### src/rtl/reg_file.sv
// 32 x 32-bit register file with x0 hardwired to zero and a 31-cycle clear sequence.
// Optional same-cycle write-to-read bypass when REG_FILE_BYPASS_EN is defined.
module reg_file (
    input  logic        clk,
    input  logic        reset_n,
    input  logic [31:0] rd_addr1,
    input  logic [31:0] rd_addr2,
    output logic [31:0] rd_data1,
    output logic [31:0] rd_data2,
    input  logic [31:0] wr_addr,
    input  logic [31:0] wr_data,
    input  logic        clear_req,
    output logic        busy,
    output logic        addr_err,
    output logic [15:0] wr_count
);

    typedef enum logic {
        IDLE  = 1'b0,
        CLEAR = 1'b1
    } state_t;

    state_t      state_q;
    logic [4:0]  idx_q;
    logic        busy_q;
    logic        err_q, err_d;
    logic [15:0] cnt_q, cnt_d;
    logic [31:0] mem_q [32];

    logic wr_ok;
    logic commit;
    logic addr_bad;

    assign wr_ok    = (wr_addr[31:5] == 27'd0) && (wr_addr[4:0] != 5'd0);
    assign commit   = reset_n && (state_q == IDLE) && !clear_req && wr_ok;
    assign addr_bad = (|rd_addr1[31:5]) || (|rd_addr2[31:5]) || (|wr_addr[31:5]);

    function automatic logic [31:0] rd_port(input logic [31:0] a);
        logic [31:0] v;
        v = '0;
        if (!reset_n || state_q == CLEAR || a[31:5] != 27'd0 || a[4:0] == 5'd0) begin
            v = '0;
`ifdef REG_FILE_BYPASS_EN
        end else if (commit && a[4:0] == wr_addr[4:0]) begin
            v = wr_data;
`endif
        end else begin
            v = mem_q[a[4:0]];
        end
        return v;
    endfunction

    always_comb begin
        rd_data1 = rd_port(rd_addr1);
        rd_data2 = rd_port(rd_addr2);
    end

    // Saturating counter: stops at all-ones instead of wrapping.
    always_comb begin
        cnt_d = cnt_q;
        if (commit && cnt_q != 16'hFFFF) begin
            cnt_d = cnt_q + 16'd1;
        end
        err_d = err_q | addr_bad;
    end

    always_ff @(posedge clk or negedge reset_n) begin
        if (!reset_n) begin
            state_q <= IDLE;
            idx_q   <= 5'd0;
            busy_q  <= 1'b0;
        end else begin
            unique case (state_q)
                IDLE: begin
                    if (clear_req) begin
                        state_q <= CLEAR;
                        idx_q   <= 5'd1;
                        busy_q  <= 1'b1;
                    end
                end
                CLEAR: begin
                    if (idx_q == 5'd31) begin
                        state_q <= IDLE;
                        idx_q   <= 5'd0;
                        busy_q  <= 1'b0;
                    end else begin
                        idx_q <= idx_q + 5'd1;
                    end
                end
                default: begin
                    state_q <= IDLE;
                    idx_q   <= 5'd0;
                    busy_q  <= 1'b0;
                end
            endcase
        end
    end

    // Entry 0 is only ever reset, so x0 stays zero.
    always_ff @(posedge clk or negedge reset_n) begin
        if (!reset_n) begin
            for (int i = 0; i < 32; i++) begin
                mem_q[i] <= '0;
            end
        end else if (commit) begin
            mem_q[wr_addr[4:0]] <= wr_data;
        end else if (state_q == CLEAR) begin
            mem_q[idx_q] <= '0;
        end
    end

    always_ff @(posedge clk or negedge reset_n) begin
        if (!reset_n) begin
            err_q <= 1'b0;
            cnt_q <= 16'd0;
        end else begin
            err_q <= err_d;
            cnt_q <= cnt_d;
        end
    end

    assign busy     = busy_q;
    assign addr_err = err_q;
    assign wr_count = cnt_q;

endmodule

### config.mk
export PLATFORM = sky130hd
export DESIGN_NAME = reg_file
export DESIGN_NICKNAME = d
export VERILOG_FILES = /design/src/rtl/reg_file.sv
export SDC_FILE = /design/constraint.sdc
export NUM_CORES = 2
export LEC_CHECK = 0
export BUFFER_PORTS_ARGS = -buffer_cell sky130_fd_sc_hd__buf_2
export CAP_MARGIN = 20
export CORE_MARGIN = 1.5
export CORE_UTILIZATION = 40
export DETAILED_ROUTE_END_ITERATION = 7
export GPL_ROUTABILITY_DRIVEN = 0
export PLACE_DENSITY = 0.54
export RECOVER_POWER = 50
export SYNTH_ARGS = -nofsm -noshare
export SYNTH_HDL_FRONTEND = slang
export SYNTH_SLANG_ARGS = --single-unit
### constraint.sdc
create_clock -name clk -period 5.3 [get_ports clk]
set_clock_uncertainty 0.1 [all_clocks]
set_input_delay 1.325 -clock clk [delete_from_list [all_inputs] [get_ports clk]]
set_output_delay 1.325 -clock clk [all_outputs]
set_load 0.005 [all_outputs]
==> results.cfg <==
[critical_path]
crit_start = rd_addr1[5]
cp-end-kind = primary output
r2r_end = mem_q[904]
rr_startpoint = state_q
worstSetupPathType = input pin to primary output
worst-path-max-fanout = 22
r2r_slack_ns = 1.72
critical_path_required_ns = 3.88
crit_arrival_ns = 3.81
start_kind = input pin
worstRegToRegCells = 7

[synthesis]
yosys.area.top_type = dfrtp_1
post_synth_num_cell_types = 49
ys_seq_area_frac = 0.449
synth_top_area_share = 0.449
ys_ff_latch = 1048
synthArstFlopShare = 1.00
synth_edf_count = 0
synthCells = 6197
syn_nets = 6334
ys.flop_type = dfrtp_1
syn-cell-area_mm2 = 0.0584
ys_warn_count = 0
syn_area_per_cell_um2 = 9.43
synth_area_leaders = dfrtp_1, nand2_1, mux4_2, o21ai_0, mux2i_1

[layout]
layout_common_cells = nand2_1, o21ai_0, dfrtp_1, mux4_2, mux2i_1
final_common_cell = nand2_1
final_cell_area_mm2 = 0.0667
layout-drive-gt1-share = 0.179
final_net_count = 6328
area_growth_pct = 14.1
final_cells = 8213
fillCellCount = 13600

[status]
status = finished, violations left
violations = max-capacitance violations, max-slew violations

[routing]
finalWirelength_um = 238000
avgRoutedWirePerCell_um = 29.0
routed-wl-met3_um = 24000
routed.top_layer = met5
postRouteAntennaNets = 0
vias_per_cell = 6.12
dr_total_vias = 50300
first_pass_iters = 6
drc_errors = 0
wl_met2_um = 107000
drt_iter0_markers = 5796
wl_met1_um = 96800

[clock_network]
cts_tree = done
cts_sinks = 1048
htreeDepth = 3
clockBufferDepth = 3
cts_resized = 0
cts_inserted_buffers = 118
hold_buffers = 0
clkSlewWorstSetupHoldPaths_ns = 0.06
cts_setup_buffers = 0
cts_root_buf = clkbuf_16
clock_latency_ns = 0.74

[min_path]
hold_path_class = input pin to async pin

[place]
dp.cells = 7988
dp_hpwl_um = 143000
place_area_mm2 = 0.0628
io_buffers = 212

[job]
maxCapViolations = 10

[floorplanning]
dieArea_mm2 = 0.148
core_mm2 = 0.145
num_io_pins = 213
die_h_um = 385
rows = 140
die_x_um = 385
initial_core_util = 0.402

[grt]
grt_pass1_wl_um = 346000
grt_overflow_total = 0
grt_max_degree = 179
grt_pass1_vias = 48600
antenna_found_initial = 14
grt.total_usage = 0.319

[sta]
fmax_mhz = 191
whs_ns = 0.329
tns_ns = 0
finalHoldViolCount = 0
max_slew.worst_pin.slew_ns = 2.54
maxSlewHeadroom = -0.691
rsz0062_at_grt = false
slew_viol_final = 713
setup_viol = 0
period_share = 0.988
post-route-min-period_ns = 5.24

[power]
ir_worst_vdd_mv = 0.317
p_leak_nw = 28.7
cellPowerDensity_mw_per_mm2 = 489
worst max-delay path by stage:
stage                              end  cells after the start  slack, ns
final                     rd_data1[19]                      7       0.06
after global routing      rd_data1[14]                      7       0.03
after CTS                  rd_data1[2]                      8       0.14
after detailed placement   rd_data1[2]                      8       0.14
after global placement     rd_data1[2]                      8       0.12
after floorplan           rd_data1[10]                      7       0.70
sequential cells by signal (all words and copies together) (netlist names):
signal and count:
addr_err 1, busy 1, idx_q 5, mem_q 1024, state_q 1, wr_count 16
where the power goes:
group	switching, W	internal, W
logic	0.00499	0.00440
registers	0.00293	0.0117
clock network	0.00357	0.00508
total	0.0115	0.0211
stage by stage:
stage	setup slack [ns]	total power (W)	util
2_1_floorplan	0.703	0.0202	-
3_3_place_gp	0.119	0.0235	0.432
3_5_place_dp	0.142	0.0239	0.432
4_1_cts	0.135	0.0325	0.460
5_1_grt	0.0279	0.0345	0.459
6_report	0.0617	0.0326	0.459
worst max-delay path: stages:
cell and delay, ns:
buf_2 0.11, nor4_1 0.36, nand4_1 0.13, nor2_1 0.34
and3_2 0.83, a22o_1 0.47, buf_2 0.21
Yosys cell counts, drive strengths merged (3+ instances only):
cell type	n
nor2	16
nand4	8
nor3	9
mux2	45
o221ai	42
or2	4
and2	35
nand2	2159
o32ai	3
nand2b	10
dfrtp	1048
nor4	47
nor4b	5
nor4bb	3
clkbuf	419
xor2	7
and4	3
a22oi	86
buf	193
a221oi	124
nand3	11
nor3b	6
a21oi	85
a22o	64
ha	6
xnor2	8
nor2b	9
mux4	346
o21ai	1081
mux2i	294
and3	4
inv	7
cell families after synthesis:
logic type               share of synthesized area
AND/OR/NAND/NOR                              0.165
flip-flops                                   0.449
XOR/XNOR                                   0.00225
adder cells (fa/ha/maj)                    0.00129
multiplexers                                 0.192
AO/OA/AOI/OAI                                0.146
buffers and inverters                       0.0432
area by class of cell:
type | instances | area (um^2) | share of cell area
inverters | 8 | 35.0 | 0.000526
clock inverters | 35 | 403 | 0.00604
well taps | 1917 | 2400 | 0.0360
repair buffers | 486 | 4210 | 0.0632
multi-input cells | 4529 | 29700 | 0.446
clock buffers | 183 | 3640 | 0.0546
diodes | 7 | 17.5 | 0.000263
flip-flops and latches | 1048 | 26200 | 0.393
layer usage:
metal  vias to the layer above  track usage
met5                         -            0
met4                         2        0.134
met3                       526       0.0679
met2                      2680        0.489
met1                     25300        0.438
li1                      21800            -
No activity file was read; power rests on OpenSTA's default activity.
